File: src/rtl/multicycle_control_unit_if.sv
// Instruction-register / datapath bundle for the multicycle controller.
// master = controller side, slave = datapath side.
interface multicycle_control_unit_if #(
    parameter int CNT_W = 16
);
    logic [5:0]       OP;
    logic [5:0]       Funct;
    logic             Zero;
    logic             mem_ready;
    logic             mem_req;
    logic             MemWrite;
    logic             IorD;
    logic             IRWrite;
    logic             PCEn;
    logic [1:0]       PCSrc;
    logic             ULASrcA;
    logic [1:0]       ULASrcB;
    logic [2:0]       ULAControl;
    logic             RegWrite;
    logic             RegDst;
    logic             MemtoReg;
    logic [3:0]       state;
    logic [CNT_W-1:0] instr_count;
    logic             illegal;

    modport master (
        input  OP, Funct, Zero, mem_ready,
        output mem_req, MemWrite, IorD, IRWrite, PCEn, PCSrc, ULASrcA, ULASrcB,
               ULAControl, RegWrite, RegDst, MemtoReg, state, instr_count, illegal
    );

    modport slave (
        output OP, Funct, Zero, mem_ready,
        input  mem_req, MemWrite, IorD, IRWrite, PCEn, PCSrc, ULASrcA, ULASrcB,
               ULAControl, RegWrite, RegDst, MemtoReg, state, instr_count, illegal
    );
endinterface

File: src/rtl/multicycle_control_unit.sv
// Multicycle MIPS controller FSM with memory-ready handshake and retire counter.
// Define ILLEGAL_TRAP_EN to park in TRAP on an unsupported OP/Funct instead of NOP-ing it.
module multicycle_control_unit #(
    parameter int CNT_W     = 16,
    parameter bit ZERO_WAIT = 1'b0
) (
    input logic                        clk,
    input logic                        rst_n,
    multicycle_control_unit_if.master  bus
);
    typedef enum logic [3:0] {
        FETCH    = 4'd0,
        DECODE   = 4'd1,
        MEMADR   = 4'd2,
        MEMREAD  = 4'd3,
        MEMWB    = 4'd4,
        MEMWRITE = 4'd5,
        EXECUTE  = 4'd6,
        ALUWB    = 4'd7,
        IMMEXEC  = 4'd8,
        IMMWB    = 4'd9,
        BRANCH   = 4'd10,
        JUMP     = 4'd11,
        TRAP     = 4'd12
    } state_t;

`ifdef ILLEGAL_TRAP_EN
    localparam state_t ILL_NEXT = TRAP;
`else
    localparam state_t ILL_NEXT = FETCH;
`endif

    state_t           st, nx;
    logic             rdy;
    logic             retire;
    logic             illegal_q, illegal_d;
    logic [CNT_W-1:0] cnt;

    assign rdy             = bus.mem_ready | ZERO_WAIT;
    assign bus.state       = st;
    assign bus.instr_count = cnt;
    assign bus.illegal     = illegal_q;

    always_ff @(posedge clk) begin
        if (!rst_n) begin
            st        <= FETCH;
            cnt       <= '0;
            illegal_q <= 1'b0;
        end else begin
            st        <= nx;
            illegal_q <= illegal_d;
            if (retire) cnt <= cnt + CNT_W'(1);
        end
    end

    always_comb begin
        nx             = st;
        retire         = 1'b0;
        illegal_d      = 1'b0;
        bus.mem_req    = 1'b0;
        bus.MemWrite   = 1'b0;
        bus.IorD       = 1'b0;
        bus.IRWrite    = 1'b0;
        bus.PCEn       = 1'b0;
        bus.PCSrc      = 2'b00;
        bus.ULASrcA    = 1'b0;
        bus.ULASrcB    = 2'b00;
        bus.ULAControl = 3'b000;
        bus.RegWrite   = 1'b0;
        bus.RegDst     = 1'b0;
        bus.MemtoReg   = 1'b0;
        case (st)
            FETCH: begin
                bus.mem_req    = 1'b1;
                bus.ULASrcB    = 2'b01;
                bus.ULAControl = 3'b010;
                bus.IRWrite    = rdy;
                bus.PCEn       = rdy;
                if (rdy) nx = DECODE;
            end
            DECODE: begin
                // Speculatively compute the branch target while the opcode decodes
                bus.ULASrcB    = 2'b11;
                bus.ULAControl = 3'b010;
                case (bus.OP)
                    6'b000000:                                   nx = EXECUTE;
                    6'b100011, 6'b101011:                        nx = MEMADR;
                    6'b001000, 6'b001100, 6'b001101, 6'b001110:  nx = IMMEXEC;
                    6'b000100, 6'b000101:                        nx = BRANCH;
                    6'b000010:                                   nx = JUMP;
                    default: begin
                        nx        = ILL_NEXT;
                        illegal_d = 1'b1;
                    end
                endcase
            end
            MEMADR: begin
                bus.ULASrcA    = 1'b1;
                bus.ULASrcB    = 2'b10;
                bus.ULAControl = 3'b010;
                nx = (bus.OP == 6'b101011) ? MEMWRITE : MEMREAD;
            end
            MEMREAD: begin
                bus.mem_req = 1'b1;
                bus.IorD    = 1'b1;
                if (rdy) nx = MEMWB;
            end
            MEMWB: begin
                bus.RegWrite = 1'b1;
                bus.MemtoReg = 1'b1;
                nx     = FETCH;
                retire = 1'b1;
            end
            MEMWRITE: begin
                bus.mem_req  = 1'b1;
                bus.MemWrite = 1'b1;
                bus.IorD     = 1'b1;
                if (rdy) begin
                    nx     = FETCH;
                    retire = 1'b1;
                end
            end
            EXECUTE: begin
                bus.ULASrcA = 1'b1;
                nx = ALUWB;
                case (bus.Funct)
                    6'b100000: bus.ULAControl = 3'b010;
                    6'b100010: bus.ULAControl = 3'b110;
                    6'b100100: bus.ULAControl = 3'b000;
                    6'b100101: bus.ULAControl = 3'b001;
                    6'b100111: bus.ULAControl = 3'b011;
                    6'b101010: bus.ULAControl = 3'b111;
                    6'b100110: bus.ULAControl = 3'b100;
                    default: begin
                        nx        = ILL_NEXT;
                        illegal_d = 1'b1;
                    end
                endcase
            end
            ALUWB: begin
                bus.RegWrite = 1'b1;
                bus.RegDst   = 1'b1;
                nx     = FETCH;
                retire = 1'b1;
            end
            IMMEXEC: begin
                bus.ULASrcA = 1'b1;
                bus.ULASrcB = 2'b10;
                case (bus.OP)
                    6'b001000: bus.ULAControl = 3'b010;
                    6'b001100: bus.ULAControl = 3'b000;
                    6'b001101: bus.ULAControl = 3'b001;
                    6'b001110: bus.ULAControl = 3'b100;
                    default:   bus.ULAControl = 3'b000;
                endcase
                nx = IMMWB;
            end
            IMMWB: begin
                bus.RegWrite = 1'b1;
                nx     = FETCH;
                retire = 1'b1;
            end
            BRANCH: begin
                bus.ULASrcA    = 1'b1;
                bus.ULAControl = 3'b110;
                bus.PCSrc      = 2'b01;
                bus.PCEn       = (bus.OP == 6'b000101) ? !bus.Zero : bus.Zero;
                nx     = FETCH;
                retire = 1'b1;
            end
            JUMP: begin
                bus.PCSrc = 2'b10;
                bus.PCEn  = 1'b1;
                nx     = FETCH;
                retire = 1'b1;
            end
            TRAP: begin
                // Only reset leaves this state; keep the flag raised meanwhile
                nx        = TRAP;
                illegal_d = 1'b1;
            end
            default: nx = FETCH;
        endcase
    end
endmodule

File: src/flat_wrapper.sv
// flat-port wrapper written by rule: the top's interface ports become plain ports
module multicycle_control_unit_flat 
#(
    parameter int CNT_W     = 16,
    parameter bit ZERO_WAIT = 1'b0
)
  (clk, rst_n, bus_OP, bus_Funct, bus_Zero, bus_mem_ready, bus_mem_req, bus_MemWrite, bus_IorD, bus_IRWrite, bus_PCEn, bus_PCSrc, bus_ULASrcA, bus_ULASrcB, bus_ULAControl, bus_RegWrite, bus_RegDst, bus_MemtoReg, bus_state, bus_instr_count, bus_illegal);
  multicycle_control_unit_if #(.CNT_W(CNT_W)) bus_i ();
  input logic clk;
  input logic rst_n;
  input wire logic [$bits(bus_i.OP)-1:0] bus_OP;
  input wire logic [$bits(bus_i.Funct)-1:0] bus_Funct;
  input wire logic [$bits(bus_i.Zero)-1:0] bus_Zero;
  input wire logic [$bits(bus_i.mem_ready)-1:0] bus_mem_ready;
  output wire logic [$bits(bus_i.mem_req)-1:0] bus_mem_req;
  output wire logic [$bits(bus_i.MemWrite)-1:0] bus_MemWrite;
  output wire logic [$bits(bus_i.IorD)-1:0] bus_IorD;
  output wire logic [$bits(bus_i.IRWrite)-1:0] bus_IRWrite;
  output wire logic [$bits(bus_i.PCEn)-1:0] bus_PCEn;
  output wire logic [$bits(bus_i.PCSrc)-1:0] bus_PCSrc;
  output wire logic [$bits(bus_i.ULASrcA)-1:0] bus_ULASrcA;
  output wire logic [$bits(bus_i.ULASrcB)-1:0] bus_ULASrcB;
  output wire logic [$bits(bus_i.ULAControl)-1:0] bus_ULAControl;
  output wire logic [$bits(bus_i.RegWrite)-1:0] bus_RegWrite;
  output wire logic [$bits(bus_i.RegDst)-1:0] bus_RegDst;
  output wire logic [$bits(bus_i.MemtoReg)-1:0] bus_MemtoReg;
  output wire logic [$bits(bus_i.state)-1:0] bus_state;
  output wire logic [$bits(bus_i.instr_count)-1:0] bus_instr_count;
  output wire logic [$bits(bus_i.illegal)-1:0] bus_illegal;
  assign bus_i.OP = bus_OP;
  assign bus_i.Funct = bus_Funct;
  assign bus_i.Zero = bus_Zero;
  assign bus_i.mem_ready = bus_mem_ready;
  assign bus_mem_req = bus_i.mem_req;
  assign bus_MemWrite = bus_i.MemWrite;
  assign bus_IorD = bus_i.IorD;
  assign bus_IRWrite = bus_i.IRWrite;
  assign bus_PCEn = bus_i.PCEn;
  assign bus_PCSrc = bus_i.PCSrc;
  assign bus_ULASrcA = bus_i.ULASrcA;
  assign bus_ULASrcB = bus_i.ULASrcB;
  assign bus_ULAControl = bus_i.ULAControl;
  assign bus_RegWrite = bus_i.RegWrite;
  assign bus_RegDst = bus_i.RegDst;
  assign bus_MemtoReg = bus_i.MemtoReg;
  assign bus_state = bus_i.state;
  assign bus_instr_count = bus_i.instr_count;
  assign bus_illegal = bus_i.illegal;
  multicycle_control_unit #(.CNT_W(CNT_W), .ZERO_WAIT(ZERO_WAIT)) u_core (.clk(clk), .rst_n(rst_n), .bus(bus_i));
endmodule
File: config.mk
export PLATFORM = sky130hd
export DESIGN_NAME = multicycle_control_unit_flat
export DESIGN_NICKNAME = d
export VERILOG_FILES = /design/src/rtl/multicycle_control_unit_if.sv /design/src/rtl/multicycle_control_unit.sv /design/src/flat_wrapper.sv
export SDC_FILE = /design/constraint.sdc
export NUM_CORES = 1
export LEC_CHECK = 0
export BUFFER_PORTS_ARGS = -buffer_cell sky130_fd_sc_hd__clkbuf_2
export CORE_ASPECT_RATIO = 0.5
export CORE_MARGIN = 2
export CORE_UTILIZATION = 51
export CTS_CLUSTER_DIAMETER = 30
export DETAILED_ROUTE_END_ITERATION = 10
export PLACE_DENSITY = 0.8
export RECOVER_POWER = 25
export SLEW_MARGIN = 10
export SYNTH_ARGS = -nofsm -noshare
export SYNTH_HDL_FRONTEND = slang
export SYNTH_SLANG_ARGS = --single-unit
File: constraint.sdc
create_clock -name clk -period 2.3 [get_ports clk]
set_input_delay 0.345 -clock clk [delete_from_list [all_inputs] [get_ports clk]]
set_output_delay 0.345 -clock clk [all_outputs]
set_load 0.05 [all_outputs]
==> impl_metrics.env, run 1 <==
export IMPL_status="complete, no violations"
export IMPL_dp_cells=309
export IMPL_num_rows=14
export IMPL_period_share_pct=96.9
export IMPL_layout_common_cells="clkbuf_2 (38), a21oi_1 (27), dfxtp_1 (18)"
export IMPL_ys_warnings_count=0
export IMPL_grt_pass1_vias=1604
export IMPL_grt_setup_unrepaired="no"
export IMPL_instances_no_fill=313
export IMPL_ys_seq_area_share_pct=25.9
export IMPL_async_flop_share_pct=0
export IMPL_diodes=0
export IMPL_p_per_area_nw_per_um2=414
export IMPL_crit_type="flip-flop to primary output"
export IMPL_path_max_fanout=8
export IMPL_hpwl_um=3230
export IMPL_via_count=1899
export IMPL_path_clk_slew_ps=70
export IMPL_overflow=0
export IMPL_drtIter0Drc=215
export IMPL_clk_path_buf_depth=2
export IMPL_cp_end_kind="primary output"
export IMPL_p_int_uw=562
export IMPL_die_height_um=43.9
export IMPL_r2r_start="u_core.bus.state[0]$_SDFFE_PN0P_"
export IMPL_start_kind="flip-flop"
export IMPL_final_common_cell="clkbuf_2"
export IMPL_grt_pass1_wl_um=7220
export IMPL_max_freq_mhz=449
export IMPL_relSlewSlack_pct=59.9
export IMPL_holdCritPathClass="input pin to flip-flop"
export IMPL_area_growth_pct=23.8
export IMPL_drtAntennaViolNets=0
export IMPL_gp_congestion=0.900
export IMPL_crit_start="u_core.bus.state[0]$_SDFFE_PN0P_"
export IMPL_avgSynthCellArea_um2=7.37
export IMPL_grt_max_degree=30
export IMPL_ctsResizeCount=0
export IMPL_viasPerCell=6.07
export IMPL_syn_inst=220
export IMPL_r2r_slack_ps=360
export IMPL_n_fill_cell=281
export IMPL_irDropWorstVdd_uv=415
export IMPL_finalSetupViolations=0
export IMPL_firstDrtPassIters=4
export IMPL_finalHoldViolations=0
export IMPL_io_pin_count=53
export IMPL_coreArea_um2=3010
export IMPL_fin_skew_ps=3.52
export IMPL_worst_slew_pin_slew_ps=604
export IMPL_postCtsSetupBuffers=0
export IMPL_cts_made_buffers=3
export IMPL_worstSkewPairLatency_ps=260
export IMPL_postLayoutCoreUtil_pct=66.6
export IMPL_multiInputGateArea_um2=1140
export IMPL_cts_tree="built"
export IMPL_final_layout_size_suffix_gt1_share_pct=26.0
export IMPL_worst_hold_slack_ps=412
export IMPL_synth_edf_count=0
export IMPL_power_switching_uw=269
export IMPL_crit_arrival_ps=1880
export IMPL_clockRootBuffer="clkbuf_8"
export IMPL_start_util_pct=53.8
export IMPL_finalPower_uw=831
export IMPL_htreeDepth=1
export IMPL_p_leak_nw=0.733
export IMPL_crit_chain="nand2b_1, or3_1, a21oi_1, a221o_1, clkbuf_2"
export IMPL_grt_usage_pct=23.6
export IMPL_layout_nets=291
export IMPL_drt_total_wl_um=4260
export IMPL_maxCapViolations=0
export IMPL_dieArea_um2=3670
export IMPL_syn_area_um2=1620
export IMPL_cts_hold_buffers=0
export IMPL_min_from="rst_n"
export IMPL_clock_power_share_pct=28.4
export IMPL_crit_family="simple AND/OR/NAND/NOR gates"
export IMPL_synth_ff_type="dfxtp_1"
export IMPL_switching_share_pct=32.3
export IMPL_min_period_ps=2230
export IMPL_syn_num_nets=237
export IMPL_seqPwrFrac_pct=45.2
export IMPL_post_route_drc_count=0
export IMPL_ys_ff_latch=21
export IMPL_seq_area_um2=424
export IMPL_path_buf_inv=1
export IMPL_cpMaxStageDelayCell="or3_1"
export IMPL_wire_per_inst_um=13.6
export IMPL_cts_sinks=21
export IMPL_io_buffers=52
export IMPL_pwr_share_comb_pct=26.4
export IMPL_slew_violations=0
export IMPL_antenna_found_initial=0
export IMPL_die_x_um=83.7
export IMPL_worst_ep_required_time_ps=1960
export IMPL_synthDistinctLibCells=52
export IMPL_max_stage_delay_ps=450
==> per-layer routing <==
metal  wire [um]  global-route usage (%)  up-vias
met5           0                       0        -
met4          34                    5.81        0
met3         237                    2.10        5
met2        2000                    41.9       60
met1        1990                    31.9      883
li1            -                       -      951
==> registers in the layout, indices dropped and copies added, names as in the netlist <==
| register | flops |
|---|---|
| u_core.bus.state | 4 |
| u_core.bus.instr_count | 16 |
| u_core.bus.illegal | 1 |
==> layout make-up <==
| class | instances | area share (%) |
|---|---|---|
| Clock buffer | 3 | 2.06 |
| Clock inverter | 1 | 0.250 |
| Inverter | 5 | 0.936 |
| Multi-Input combinational cell | 180 | 56.9 |
| Sequential cell | 21 | 21.1 |
| Tap cell | 40 | 2.50 |
| Timing Repair Buffer | 63 | 16.2 |
==> synthesized netlist by cell type, drive strengths merged, types with 6 or more instances <==
library cell  number  area (um2)
o21ai             10        50.1
nand2             13        48.8
dfxtp             21         420
nand2b            16         100
clkbuf             9        33.8
nand3              8        40.0
a21oi             27         135
nand4              7        50.1
o31ai              7        52.6
or4                9        71.3
nor2b              6        37.5
nor2              16        60.1
or3                8        50.1
==> final timing paths <==
path,endpoint,depth (start not counted)
worst max register to register,u_core.bus.instr_count[14]$_SDFFE_PN0P_,5
worst max-delay path,bus_ULAControl[1],5
worst min-delay path,u_core.bus.instr_count[6]$_SDFFE_PN0P_,2
worst min register to register,u_core.bus.instr_count[15]$_SDFFE_PN0P_,2
==> metrics by stage <==
step / worst slack (ps) / setup TNS [ps] / instance area (um2)
after global routing: 16.0 / 0 / 2010
after floorplan: -157 / -449 / 1640
after detailed placement: 146 / 0 / 1970
after global placement: 199 / 0 / 1970
after CTS: 63.8 / 0 / 2020
final: 70.5 / 0 / 2010
==> cells by family (layout without fill, tap and decap cells) <==
logic type	Yosys count	count (layout)	share of synthesized area, %
and+or+nand+nor	103	103	37.5
AOI/OAI and AO/OA	72	72	28.7
DFF	21	21	25.9
buffers and inverters	19	72	4.71
xor gates and xnor gates	2	2	1.08
muxes	2	2	1.24
adders and majority gates	1	1	0.772
==> power by group through the flow <==
stage / clock network (mW) / logic [mW] / registers [mW]
final: 0.236 / 0.219 / 0.376
after global routing: 0.259 / 0.238 / 0.376
after CTS: 0.240 / 0.218 / 0.375
after detailed placement: 0 / 0.218 / 0.383
after global placement: 0 / 0.214 / 0.383
after floorplan: 0 / 0.139 / 0.396
(Power assumes the default switching activity.)
==> run 2: changes to the inputs <==
--- a/config.mk
+++ b/config.mk
@@ -6,12 +6,14 @@
 export NUM_CORES = 1
 export LEC_CHECK = 0
 export BUFFER_PORTS_ARGS = -buffer_cell sky130_fd_sc_hd__clkbuf_2
+export CELL_PAD_IN_SITES_DETAIL_PLACEMENT = 0
+export CELL_PAD_IN_SITES_GLOBAL_PLACEMENT = 1
 export CORE_ASPECT_RATIO = 0.5
 export CORE_MARGIN = 2
-export CORE_UTILIZATION = 51
+export CORE_UTILIZATION = 35
 export CTS_CLUSTER_DIAMETER = 30
 export DETAILED_ROUTE_END_ITERATION = 10
-export PLACE_DENSITY = 0.8
+export PLACE_DENSITY_LB_ADDON = 0.1
 export RECOVER_POWER = 25
 export SLEW_MARGIN = 10
 export SYNTH_ARGS = -nofsm -noshare
==> constraint.sdc (replaced) <==
create_clock -name clk -period 2.2 [get_ports clk]
set_input_delay 0.33 -clock clk [delete_from_list [all_inputs] [get_ports clk]]
set_output_delay 0.33 -clock clk [all_outputs]
set_load 0.05 [all_outputs]
==> impl_metrics.env, run 2 (same netlist as run 1, synthesis figures left out) <==
export IMPL_die_x_um=100
export IMPL_final_area_um2=2150
export IMPL_layout_nets=295
export IMPL_rr_worst_depth=5
export IMPL_overflow=0
export IMPL_r2r_end="u_core.bus.instr_count[14]$_SDFFE_PN0P_"
export IMPL_grt_max_degree=30
export IMPL_area_growth_pct=32.5
export IMPL_maxCapViolations=0
export IMPL_clockRootBuffer="clkbuf_8"
export IMPL_max_freq_mhz=481
export IMPL_drtIter0Drc=41
export IMPL_place_ws_ps=69.4
export IMPL_coreArea_um2=4420
export IMPL_layout_common_cells="clkbuf_2 (34), a21oi_1 (26), dfxtp_1 (19)"
export IMPL_wire_per_inst_um=14.3
export IMPL_min_from="rst_n"
export IMPL_dieArea_um2=5220
export IMPL_path_max_fanout=14
export IMPL_htreeDepth=1
export IMPL_min_period_ps=2080
export IMPL_fin_skew_ps=1.90
export IMPL_start_util_pct=36.6
export IMPL_clk_path_buf_depth=2
export IMPL_worstSkewPairLatency_ps=260
export IMPL_gp_congestion=0.796
export IMPL_crit_type="flip-flop to primary output"
export IMPL_grt_pass1_vias=1651
export IMPL_holdCritPathClass="input pin to flip-flop"
export IMPL_drt_total_wl_um=4790
export IMPL_io_pin_count=53
export IMPL_cts_made_buffers=3
export IMPL_worstHoldEndpoint="u_core.bus.instr_count[6]$_SDFFE_PN0P_"
export IMPL_r2r_start="u_core.bus.state[0]$_SDFFE_PN0P_"
export IMPL_path_clk_slew_ps=70
export IMPL_io_buffers=52
export IMPL_p_per_area_nw_per_um2=415
export IMPL_via_count=1882
export IMPL_post_route_drc_count=0
export IMPL_irDropWorstVdd_uv=310
export IMPL_relSlewSlack_pct=60.1
export IMPL_slew_violations=0
export IMPL_worst_slew_pin_slew_ps=601
export IMPL_crit_arrival_ps=1750
export IMPL_drtAntennaViolNets=0
export IMPL_period_share_pct=94.4
export IMPL_finalSetupViolations=0
export IMPL_p_leak_nw=0.779
export IMPL_placed_area_um2=2120
export IMPL_finalPower_uw=891
export IMPL_die_height_um=52.1
export IMPL_r2r_slack_ps=290
export IMPL_ctsResizeCount=0
export IMPL_diodes=0
export IMPL_cts_hold_buffers=0
export IMPL_grt_usage_pct=19.1
export IMPL_hpwl_um=3570
export IMPL_cts_tree="built"
export IMPL_cp_end_kind="primary output"
export IMPL_antenna_found_initial=0
export IMPL_num_rows=17
export IMPL_postCtsSetupBuffers=0
export IMPL_cts_sinks=21
export IMPL_firstDrtPassIters=4
export IMPL_viasPerCell=5.63
export IMPL_final_layout_size_suffix_gt1_share_pct=27.8
export IMPL_finalHoldViolations=0
export IMPL_largest_reg_flops=16
export IMPL_grt_pass1_wl_um=8090
export IMPL_final_common_cell="clkbuf_2"
export IMPL_fin_ws_ps=122
export IMPL_worst_ep_required_time_ps=1870
export IMPL_n_fill_cell=467
export IMPL_status="complete, no violations"
export IMPL_start_kind="flip-flop"
export IMPL_grt_setup_unrepaired="no"
export IMPL_min_path_cells=2
==> run 2: cell count changes in the layout (fill, tap and decap cells not counted), moves of 2 or more <==
cell	change
buf_12	+4
buf_4	+3
clkbuf_2	-4
nor2_2	-2
==> run 2: worst max-delay path: stages (launching register included) <==
cell	delay (ps)
dfxtp_1	310
buf_4	190
nand2b_1	160
or3_1	380
a21oi_1	150
a221o_2	160
buf_12	140
==> run 2: worst max-delay path by stage <==
stage	startpoint	end	slack (ps)	depth (start not counted)
4_1_cts	u_core.bus.state[1]$_SDFFE_PN0P_	bus_ULAControl[1]	50	5
5_1_grt	u_core.bus.state[0]$_SDFFE_PN0P_	bus_ULASrcB[1]	3	6
3_3_place_gp	bus_OP[3]	bus_PCEn	110	6
3_5_place_dp	bus_OP[3]	bus_PCEn	70	6
6_report	u_core.bus.state[3]$_SDFFE_PN0P_	bus_ULAControl[1]	120	6
2_1_floorplan	u_core.bus.state[1]$_SDFFE_PN0P_	bus_ULAControl[2]	-150	4
==> run 2: report_power, final <==
part	total (mW)	internal (mW)	leakage, nW	switching [mW]
Combinational	0.249	0.0865	0.586	0.163
Sequential	0.390	0.385	0.171	0.00567
Clock	0.252	0.129	0.0228	0.123
==> run 2: area by class of cell <==
cell class | count | area, um2 | share of cell area (%)
flip-flops and latches | 21 | 423 | 19.7
multi-input cells | 180 | 1180 | 54.8
clock buffers | 4 | 45.0 | 2.10
well taps | 57 | 71.3 | 3.32
inverters | 5 | 18.8 | 0.874
repair buffers | 67 | 413 | 19.2
==> run 2: metrics by stage <==
step / instances / hold slack [ps] / TNS, ps / util (%)
after floorplan: 220 / 448 / -523 / -
after global placement: 330 / 474 / 0 / 47.9
after detailed placement: 330 / 478 / 0 / 47.9
after CTS: 334 / 395 / 0 / 48.9
after global routing: 334 / 399 / 0 / 48.5
final: 334 / 397 / 0 / 48.5
==> run 2: routing by layer <==
| metal | share of wire, % | wire [um] | vias up | GRT usage (%) |
|---|---|---|---|---|
| met5 | 0 | 0 | - | 0 |
| met4 | 0.19 | 9 | 0 | 2.74 |
| met3 | 4.5 | 216 | 2 | 3.49 |
| met2 | 43 | 2050 | 52 | 30.2 |
| met1 | 52 | 2510 | 874 | 27.8 |
| li1 | - | - | 954 | - |
==> run 3: changes to the inputs <==
--- a/config.mk
+++ b/config.mk
@@ -14,7 +14,6 @@
 export CTS_CLUSTER_DIAMETER = 30
 export DETAILED_ROUTE_END_ITERATION = 10
 export PLACE_DENSITY_LB_ADDON = 0.1
-export RECOVER_POWER = 25
 export SLEW_MARGIN = 10
 export SYNTH_ARGS = -nofsm -noshare
 export SYNTH_HDL_FRONTEND = slang
==> impl_metrics.env, run 3 (same netlist as run 1, synthesis figures left out) <==
export IMPL_status="complete, no violations"
export IMPL_dp_cells=330
export IMPL_postCtsSetupBuffers=0
export IMPL_crit_type="flip-flop to primary output"
export IMPL_path_buf_inv=2
export IMPL_largest_reg_flops=16
export IMPL_grt_max_degree=30
export IMPL_irDropWorstVdd_uv=308
export IMPL_io_buffers=52
export IMPL_clk_path_buf_depth=2
export IMPL_grt_pass1_vias=1651
export IMPL_viasPerCell=5.59
export IMPL_num_rows=17
export IMPL_via_count=1868
export IMPL_firstDrtPassIters=4
export IMPL_crit_arrival_ps=1750
export IMPL_cpMaxStageDelayCell="dfxtp_1"
export IMPL_start_util_pct=36.6
export IMPL_post_route_drc_count=0
export IMPL_coreArea_um2=4420
export IMPL_area_growth_pct=33.6
export IMPL_p_leak_nw=0.828
export IMPL_die_height_um=52.1
export IMPL_period_share_pct=94.6
export IMPL_relSlewSlack_pct=73.4
export IMPL_final_layout_size_suffix_gt1_share_pct=32.9
export IMPL_diodes=0
export IMPL_drtAntennaViolNets=0
export IMPL_die_x_um=100
export IMPL_overflow=0
export IMPL_drt_total_wl_um=4810
export IMPL_clock_power_share_pct=28.2
export IMPL_finalHoldViolations=0
export IMPL_dieArea_um2=5220
export IMPL_instances_no_fill=334
export IMPL_worstSkewPairLatency_ps=260
export IMPL_max_stage_delay_ps=420
export IMPL_n_fill_cell=462
export IMPL_layout_common_cells="clkbuf_2 (48), a21oi_1 (26), dfxtp_1 (19)"
export IMPL_worst_slew_pin_slew_ps=389
export IMPL_crit_chain="buf_4, nor2_1, nand4_1, nor2_1, a221o_2, buf_12"
export IMPL_final_common_cell="clkbuf_2"
export IMPL_path_clk_slew_ps=80
export IMPL_pwr_share_comb_pct=28.0
export IMPL_gp_congestion=0.796
export IMPL_wire_per_inst_um=14.4
export IMPL_maxCapViolations=0
export IMPL_grt_pass1_wl_um=8090
export IMPL_slew_violations=0
export IMPL_start_kind="flip-flop"
export IMPL_seqPwrFrac_pct=43.8
export IMPL_switching_share_pct=32.6
export IMPL_crit_top_cell="nor2_1"
export IMPL_cts_sinks=21
export IMPL_p_int_uw=601
export IMPL_path_max_fanout=17
export IMPL_grt_setup_unrepaired="no"
export IMPL_postLayoutCoreUtil_pct=48.9
export IMPL_holdCritPathClass="input pin to flip-flop"
export IMPL_crit_family="buffers and inverters"
export IMPL_power_switching_uw=290
export IMPL_finalSetupViolations=0
export IMPL_worst_ep_required_time_ps=1870
export IMPL_fin_skew_ps=2.89
export IMPL_p_per_area_nw_per_um2=412
export IMPL_htreeDepth=1
export IMPL_hpwl_um=3570
export IMPL_min_period_ps=2080
export IMPL_clockRootBuffer="clkbuf_8"
export IMPL_drtIter0Drc=39
export IMPL_grt_usage_pct=19.1
export IMPL_layout_nets=295
export IMPL_cp_end_kind="primary output"
export IMPL_io_pin_count=53
export IMPL_max_freq_mhz=480
export IMPL_cts_made_buffers=3
export IMPL_cts_tree="built"
export IMPL_antenna_found_initial=0
run 3: changes by cell type in the layout (fill, tap and decap cells not counted):
cell	before	now
clkbuf_2	34	48
clkbuf_1	15	1
run 3: layer usage:
metal	wire, um	track usage, %	vias to the layer above	share of wire (%)
li1	-	-	953	-
met1	2480	27.8	865	52
met2	2060	30.2	48	43
met3	252	3.49	2	5.2
met4	9	2.74	0	0.19
met5	0	0	-	0
run 3: what timing repair did:
| item | in CTS | in global routing |
|---|---|---|
| hold buffers | 0 | 0 |
| resized for setup | 0 | 4 |
| setup endpoints to repair | 0 | 5 |
run 3: power by group through the flow:
| stage | Sequential, mW | Combinational (mW) | Clock (mW) |
|---|---|---|---|
| floorplan | 0.414 | 0.156 | 0 |
| global placement | 0.399 | 0.248 | 0 |
| detailed placement | 0.399 | 0.249 | 0 |
| CTS | 0.390 | 0.250 | 0.260 |
| global route | 0.391 | 0.270 | 0.274 |
| finish | 0.391 | 0.250 | 0.251 |
run 3: final timing paths:
check | startpoint | to | slack, ps | depth (start not counted)
hold / removal | rst_n | u_core.bus.instr_count[6]$_SDFFE_PN0P_ | 390 | 2
setup reg to reg | u_core.bus.state[0]$_SDFFE_PN0P_ | u_core.bus.instr_count[14]$_SDFFE_PN0P_ | 290 | 5
setup / recovery | u_core.bus.state[0]$_SDFFE_PN0P_ | bus_ULAControl[1] | 120 | 6
hold reg to reg | u_core.bus.instr_count[15]$_SDFFE_PN0P_ | u_core.bus.instr_count[15]$_SDFFE_PN0P_ | 490 | 2
run 3: cell type report:
cell class / instances / area [um2] / area share, %
multi-input combinational: 180 / 1180 / 54.3
timing repair buffer: 67 / 430 / 19.9
sequential: 21 / 423 / 19.5
tap: 57 / 71.3 / 3.29
clock buffer: 4 / 45.0 / 2.08
inverter: 5 / 18.8 / 0.867
run 3: through the flow:
| stage | TNS (ps) | worst slack, ps | power (mW) | cell area (um2) | hold slack, ps |
|---|---|---|---|---|---|
| finish | 0 | 118 | 0.892 | 2160 | 388 |
| global route | 0 | 3.28 | 0.935 | 2160 | 399 |
| CTS | 0 | 47.0 | 0.900 | 2160 | 395 |
| detailed placement | 0 | 69.4 | 0.648 | 2120 | 478 |
| global placement | 0 | 110 | 0.647 | 2120 | 474 |
| floorplan | -523 | -154 | 0.570 | 1670 | 448 |
